File: src/rtl/bus_router_pkg.sv
// Shared types and default configuration for the bus slot router.
package bus_router_pkg;

    // Router FSM states.
    typedef enum logic [1:0] {
        ST_IDLE   = 2'd0,
        ST_ACCESS = 2'd1,
        ST_RESP   = 2'd2
    } state_e;

    // Width of the slot index and the irq source field (up to 16 slots).
    localparam int SLOT_IDX_W = 4;

    // Default four-slot map: 16-byte windows starting at 0x9000.
    localparam logic [3:0][31:0] DEFAULT_SLOT_BASE = {
        32'h0000_9030, 32'h0000_9020, 32'h0000_9010, 32'h0000_9000
    };
    localparam logic [3:0][31:0] DEFAULT_SLOT_MASK = {4{32'h0000_FFF0}};

    // Read data returned on a decode miss or a timeout abort.
    localparam logic [31:0] DEFAULT_ERR_DATA = 32'hDEAD_BEEF;

    // Bits needed to hold a count from 0 up to max_count inclusive.
    function automatic int counter_width(input int max_count);
        return (max_count < 1) ? 1 : $clog2(max_count + 1);
    endfunction

endpackage

File: src/rtl/bus_addr_decoder.sv
// Combinational priority decode of an address against the slot base/mask map.
module bus_addr_decoder
    import bus_router_pkg::*;
#(
    parameter int ADDR_W    = 32,
    parameter int NUM_SLOTS = 4,
    parameter logic [NUM_SLOTS-1:0][ADDR_W-1:0] SLOT_BASE = DEFAULT_SLOT_BASE,
    parameter logic [NUM_SLOTS-1:0][ADDR_W-1:0] SLOT_MASK = DEFAULT_SLOT_MASK
) (
    input  logic [ADDR_W-1:0]     addr_i,
    output logic                  hit_o,
    output logic [SLOT_IDX_W-1:0] idx_o
);

    logic [NUM_SLOTS-1:0] match;

    for (genvar gi = 0; gi < NUM_SLOTS; gi++) begin : g_match
        assign match[gi] = ((addr_i & SLOT_MASK[gi]) == SLOT_BASE[gi]);
    end

    // Scan from the top down so the lowest matching slot is the one kept.
    always_comb begin
        hit_o = 1'b0;
        idx_o = '0;
        for (int i = NUM_SLOTS - 1; i >= 0; i--) begin
            if (match[i]) begin
                hit_o = 1'b1;
                idx_o = SLOT_IDX_W'(i);
            end
        end
    end

endmodule

File: src/rtl/bus_slot_router.sv
// Routes CPU bus accesses to NUM_SLOTS peripheral slots with busy stall,
// access timeout, error response and slot IRQ aggregation.
module bus_slot_router
    import bus_router_pkg::*;
#(
    parameter int ADDR_W         = 32,
    parameter int DATA_W         = 32,
    parameter int NUM_SLOTS      = 4,
    parameter logic [NUM_SLOTS-1:0][ADDR_W-1:0] SLOT_BASE = DEFAULT_SLOT_BASE,
    parameter logic [NUM_SLOTS-1:0][ADDR_W-1:0] SLOT_MASK = DEFAULT_SLOT_MASK,
    parameter int TIMEOUT_CYCLES = 255,
    parameter logic [DATA_W-1:0] ERR_DATA = DATA_W'(DEFAULT_ERR_DATA)
) (
    input  logic                      clk_i,
    input  logic                      reset_i,
    input  logic                      cpu_req_i,
    input  logic [ADDR_W-1:0]         cpu_address_i,
    input  logic                      cpu_we_i,
    input  logic [DATA_W/8-1:0]       cpu_be_i,
    input  logic [DATA_W-1:0]         cpu_data_i,
    output logic [DATA_W-1:0]         cpu_data_o,
    output logic                      cpu_halt_o,
    output logic                      err_o,
    output logic                      timeout_sticky_o,
    output logic [NUM_SLOTS-1:0]      slot_sel_o,
    output logic [NUM_SLOTS-1:0]      slot_we_o,
    output logic [ADDR_W-1:0]         slot_address_o,
    output logic [DATA_W/8-1:0]       slot_be_o,
    output logic [DATA_W-1:0]         slot_data_o,
    input  logic [NUM_SLOTS*DATA_W-1:0] slot_data_i,
    input  logic [NUM_SLOTS-1:0]      slot_busy_i,
    input  logic [NUM_SLOTS-1:0]      slot_irq_i,
    output logic                      irq_o,
    output logic [SLOT_IDX_W-1:0]     irq_src_o
);

    localparam int CNT_W = counter_width(TIMEOUT_CYCLES);
    localparam logic [CNT_W-1:0] CNT_MAX = CNT_W'(TIMEOUT_CYCLES);

    state_e                state_q, state_d;
    logic [NUM_SLOTS-1:0]  sel_q, sel_d;
    logic [NUM_SLOTS-1:0]  we_q, we_d;
    logic                  halt_q, halt_d;
    logic                  err_q, err_d;
    logic                  sticky_q, sticky_d;
    logic [DATA_W-1:0]     rdata_q, rdata_d;
    logic [ADDR_W-1:0]     addr_q, addr_d;
    logic [DATA_W/8-1:0]   be_q, be_d;
    logic [DATA_W-1:0]     wdata_q, wdata_d;
    logic [CNT_W-1:0]      cnt_q, cnt_d;
    logic                  irq_q, irq_d;
    logic [SLOT_IDX_W-1:0] irq_src_q, irq_src_d;

    logic                  dec_hit;
    logic [SLOT_IDX_W-1:0] dec_idx;
    logic [NUM_SLOTS-1:0]  dec_onehot;
    logic [DATA_W-1:0]     rd_mux;
    logic                  busy_sel;
    logic [CNT_W-1:0]      cnt_inc;

    bus_addr_decoder #(
        .ADDR_W    (ADDR_W),
        .NUM_SLOTS (NUM_SLOTS),
        .SLOT_BASE (SLOT_BASE),
        .SLOT_MASK (SLOT_MASK)
    ) u_decoder (
        .addr_i (cpu_address_i),
        .hit_o  (dec_hit),
        .idx_o  (dec_idx)
    );

    for (genvar gi = 0; gi < NUM_SLOTS; gi++) begin : g_onehot
        assign dec_onehot[gi] = dec_hit && (dec_idx == SLOT_IDX_W'(gi));
    end

    // Only the selected slot's busy and read data matter; sel_q is one-hot.
    assign busy_sel = |(slot_busy_i & sel_q);

    // One-hot AND-OR mux of the selected slot's read data.
    always_comb begin
        rd_mux = '0;
        for (int i = 0; i < NUM_SLOTS; i++) begin
            if (sel_q[i]) begin
                rd_mux = rd_mux | slot_data_i[i*DATA_W +: DATA_W];
            end
        end
    end

    // Busy-wait counter step; holds at CNT_MAX instead of wrapping.
    assign cnt_inc = (cnt_q == CNT_MAX) ? cnt_q : cnt_q + 1'b1;

    // Access FSM: accept in IDLE, stall while busy, commit or abort, one RESP cycle.
    always_comb begin
        state_d  = state_q;
        sel_d    = sel_q;
        we_d     = we_q;
        halt_d   = halt_q;
        err_d    = 1'b0;
        sticky_d = sticky_q;
        rdata_d  = rdata_q;
        addr_d   = addr_q;
        be_d     = be_q;
        wdata_d  = wdata_q;
        cnt_d    = cnt_q;
        case (state_q)
            ST_IDLE: begin
                if (cpu_req_i) begin
                    if (dec_hit) begin
                        addr_d  = cpu_address_i;
                        be_d    = cpu_be_i;
                        wdata_d = cpu_data_i;
                        sel_d   = dec_onehot;
                        we_d    = cpu_we_i ? dec_onehot : '0;
                        halt_d  = 1'b1;
                        cnt_d   = '0;
                        state_d = ST_ACCESS;
                    end else begin
                        rdata_d = ERR_DATA;
                        err_d   = 1'b1;
                    end
                end
            end
            ST_ACCESS: begin
                if (!busy_sel) begin
                    // Commit cycle: a busy drop always beats a coincident timeout.
                    if (!(|we_q)) begin
                        rdata_d = rd_mux;
                    end
                    sel_d   = '0;
                    we_d    = '0;
                    halt_d  = 1'b0;
                    state_d = ST_RESP;
                end else begin
                    cnt_d = cnt_inc;
                    if (cnt_inc == CNT_MAX) begin
                        rdata_d  = ERR_DATA;
                        err_d    = 1'b1;
                        sticky_d = 1'b1;
                        sel_d    = '0;
                        we_d     = '0;
                        halt_d   = 1'b0;
                        state_d  = ST_RESP;
                    end
                end
            end
            ST_RESP: begin
                state_d = ST_IDLE;
            end
            default: begin
                state_d = ST_IDLE;
            end
        endcase
    end

    // IRQ aggregation: any-asserted flag and lowest asserted index.
    always_comb begin
        irq_d     = |slot_irq_i;
        irq_src_d = '0;
        for (int i = NUM_SLOTS - 1; i >= 0; i--) begin
            if (slot_irq_i[i]) begin
                irq_src_d = SLOT_IDX_W'(i);
            end
        end
    end

    // State registers; reset drops any active select immediately.
    always_ff @(posedge clk_i or posedge reset_i) begin
        if (reset_i) begin
            state_q   <= ST_IDLE;
            sel_q     <= '0;
            we_q      <= '0;
            halt_q    <= 1'b0;
            err_q     <= 1'b0;
            sticky_q  <= 1'b0;
            rdata_q   <= '0;
            addr_q    <= '0;
            be_q      <= '0;
            wdata_q   <= '0;
            cnt_q     <= '0;
            irq_q     <= 1'b0;
            irq_src_q <= '0;
        end else begin
            state_q   <= state_d;
            sel_q     <= sel_d;
            we_q      <= we_d;
            halt_q    <= halt_d;
            err_q     <= err_d;
            sticky_q  <= sticky_d;
            rdata_q   <= rdata_d;
            addr_q    <= addr_d;
            be_q      <= be_d;
            wdata_q   <= wdata_d;
            cnt_q     <= cnt_d;
            irq_q     <= irq_d;
            irq_src_q <= irq_src_d;
        end
    end

    assign cpu_data_o       = rdata_q;
    assign cpu_halt_o       = halt_q;
    assign err_o            = err_q;
    assign timeout_sticky_o = sticky_q;
    assign slot_sel_o       = sel_q;
    assign slot_we_o        = we_q;
    assign slot_address_o   = addr_q;
    assign slot_be_o        = be_q;
    assign slot_data_o      = wdata_q;
    assign irq_o            = irq_q;
    assign irq_src_o        = irq_src_q;

endmodule

File: config.mk
export PLATFORM = sky130hd
export DESIGN_NAME = bus_slot_router
export DESIGN_NICKNAME = d
export VERILOG_FILES = /design/src/rtl/bus_router_pkg.sv /design/src/rtl/bus_addr_decoder.sv /design/src/rtl/bus_slot_router.sv
export SDC_FILE = /design/constraint.sdc
export NUM_CORES = 1
export LEC_CHECK = 0
export CAP_MARGIN = 20
export CORE_AREA = 2 2 125 127
export DETAILED_ROUTE_END_ITERATION = 6
export DIE_AREA = 0 0 127 129
export DONT_BUFFER_PORTS = 1
export PLACE_DENSITY_LB_ADDON = 0.1
export SYNTH_ARGS = -nofsm -noshare
export SYNTH_HDL_FRONTEND = slang
export SYNTH_HIERARCHICAL = 1
export SYNTH_SLANG_ARGS = --single-unit
File: constraint.sdc
create_clock -name clk_i -period 11.12 [get_ports clk_i]
set_clock_uncertainty 0.05 [all_clocks]
set_input_delay 1.668 -clock clk_i [delete_from_list [all_inputs] [get_ports clk_i]]
set_output_delay 1.668 -clock clk_i [all_outputs]
set_load 0.05 [all_outputs]
==> qor.yml <==
cpPeakStageDelay_ns: 0.62
path_clk_slew_ns: 0.05
viasPerCell: 5.66
drive_gt1_share_pct: 7.97
r2r_cells: 5
fp.dieH_um: 129
fin_nets: 798
ir_drop_mv: 0.102
cts_resized: 0
setup_ws_ns: 7.21
required_ns: 11.40
dp_hpwl_mm: 11.7
drt_iter0_drc: 291
reg2reg_to: "cnt_q[3]"
hold_buffers: 0
drc_errors: 0
synth_most_common_cell: "nand2_1"
core_um2: 15000
cts_setup_buffers: 0
routed_wl_mm: 16.1
grt.overflow.total: 0
report.final.slew_viol_count: 0
fin_crit_sh_pct: 35.2
route.detailed.wl_per_inst_um: 20.3
status: "complete, no violations"
rsz0062_at_grt: "no"
clk-insertion-delay-late_ns: 0.40
grt_usage_pct: 19.3
start_kind: "input port"
setup_tns_ns: 0
antenna_found_initial: 5
worstSetupEndpointType: "flip-flop"
placedCellCount: 757
tightest_slew_ns: 0.910
cap_violations: 0
dieArea_um2: 16400
synth_top_area_share_pct: 55.4
yosysWarnings: 6
grt_pass1_vias: 4593
ant_nets: 0
p_leak_nw: 3.03
synth_area_um2: 5610
crit_type: "in2reg"
num_vias: 4502
postSynthAreaPerCell_um2: 9.28
cts_buffers: 17
layout.cells.non_filler: 795
cts_root_buf: "clkbuf_16"
startpoint: "cpu_address_i[11]"
portBuffers: 0
cts_buffer_depth: 2
place_area_um2: 5700
rr_startpoint: "slot_sel_o[3]"
hold_path_class: "reg2reg"
h-tree-depth: 4
area_growth_syn_to_layout_pct: 13.7
cts_tree: "done"
cp.arrival_ns: 4.20
yosys-top-cells-count: "nand2_1 (238), dfrtp_1 (124), a22oi_1 (48)"
powerDensity_nw_per_um2: 170
dieWidth_um: 127
place_ws_ns: 6.81
synth-main-ff-cell: "dfrtp_1"
cts_sinks: 124
yosysUniqueCellTypes: 43
grt_pass1_wl_mm: 24.2
cp.depth: 7
async_flop_share_pct: 100
synth_largest_area_cell: "dfrtp_1"
period_minus_slack_ns: 3.91
synth_edf_count: 0
fin_area_um2: 6370
path_cells: "or4b_1, nor4_1, and3_2, buf_4, nand3_1, inv_1, a32o_1"
rrSetupSlack_ns: 8.59
ios: 324
cp_top_family: "simple AND/OR/NAND/NOR gates"
synthTopCellsByArea: "dfrtp_1 (55%), nand2_1 (16%), a22oi_1 (6.4%)"
gp_congestion: 0.802
slew_headroom_pct: 39.4
crit_fanout: 70
hold_depth: 1
critPathCapture: "slot_we_o[3]"
num_rows: 45
start_util_pct: 37.4
ys_seq_area_share_pct: 55.4
crit_buf_inv: 2
cpMaxStageDelayCell: "nor4_1"
grt_max_degree: 80
final_util_pct: 42.5
synthCells: 604
final_hold_viol_count: 0
max_freq_mhz: 255
synth_seq_cells: 124
dr.pass1.iters: 4
n_fill_cell: 1434
finalSetupViolations: 0
[registers in the layout (all words and copies together), names as in the netlist, 2 cells and up]
name and flops:
cpu_data_o 32, slot_sel_o 4, slot_data_o 32, slot_address_o 32, slot_we_o 4, irq_src_o 2
state_q 2, slot_be_o 4, cnt_q 8
[worst reg2reg max path: cells and delay by family, from the launching register on]
kind               cells  cell delay (ns)
AOI/OAI and AO/OA      2             0.62
DFF                    1             0.95
and+or+nand+nor        3             0.82
[power by group]
part / switching, W / internal, W / leakage, nW
logic: 0.0000157 / 0.00000524 / 1.13
clock network: 0.000200 / 0.000384 / 0.306
registers: 0.0000196 / 0.000456 / 1.59
[per-stage QoR]
stage | power (W) | hold slack (ns)
final | 0.00108 | 0.458
after global routing | 0.00113 | 0.484
after CTS | 0.00110 | 0.462
after detailed placement | 0.000504 | 0.445
after global placement | 0.000504 | 0.443
after floorplan | 0.000500 | 0.457
[layout make-up]
type / count / area [µm²] / area share, %
diodes: 5 / 12.5 / 0.196
clock buffers: 20 / 447 / 7.01
clock inverters: 12 / 185 / 2.91
inverters: 15 / 58.8 / 0.923
multi-input cells: 423 / 2250 / 35.3
flip-flops and latches: 124 / 3100 / 48.7
well taps: 188 / 235 / 3.69
repair buffers: 8 / 80.1 / 1.26
[per-layer routing]
layer  up-vias  wire length [µm]  global-route usage (%)
met3        40              1530                    7.32
met2       250              7590                    30.4
met4         0               828                    13.3
li1       2062                 -                       -
met5         -                 0                       0
met1      2150              6190                    21.9
[cells in the final DEF, fill, tap and decap left out, types with 5 or more instances in the layout]
master,synthesis,final
a21oi_1,9,9
a221oi_1,8,8
a22o_1,15,15
a22oi_1,48,48
a32o_1,5,5
buf_4,5,7
clkbuf_16,0,17
dfrtp_1,124,123
diode_2,0,5
inv_1,15,14
nand2_1,238,238
nor2_1,12,12
nor4_1,5,5
o21ai_0,7,7
o22a_1,24,24
o22ai_1,8,8
[worst min-delay path by stage]
stage	to	slack (ns)	start
2_1_floorplan	cnt_q[1]	0.46	cnt_q[1]
3_3_place_gp	slot_sel_o[1]	0.44	slot_sel_o[1]
3_5_place_dp	slot_sel_o[2]	0.44	slot_sel_o[2]
4_1_cts	slot_sel_o[2]	0.46	slot_sel_o[2]
5_1_grt	slot_sel_o[1]	0.48	slot_sel_o[1]
6_report	slot_sel_o[2]	0.46	slot_sel_o[2]
[logic make-up after synthesis]
logic type	count (synthesis)	share of synthesized area, %
AO/OA/AOI/OAI	141	19.6
adder cells (fa/ha/maj)	1	0.223
buffers and inverters	59	4.75
flip-flops	124	55.4
other	2	0.134
AND/OR/NAND/NOR	277	19.9
No activity file was read; power rests on OpenSTA's default activity.
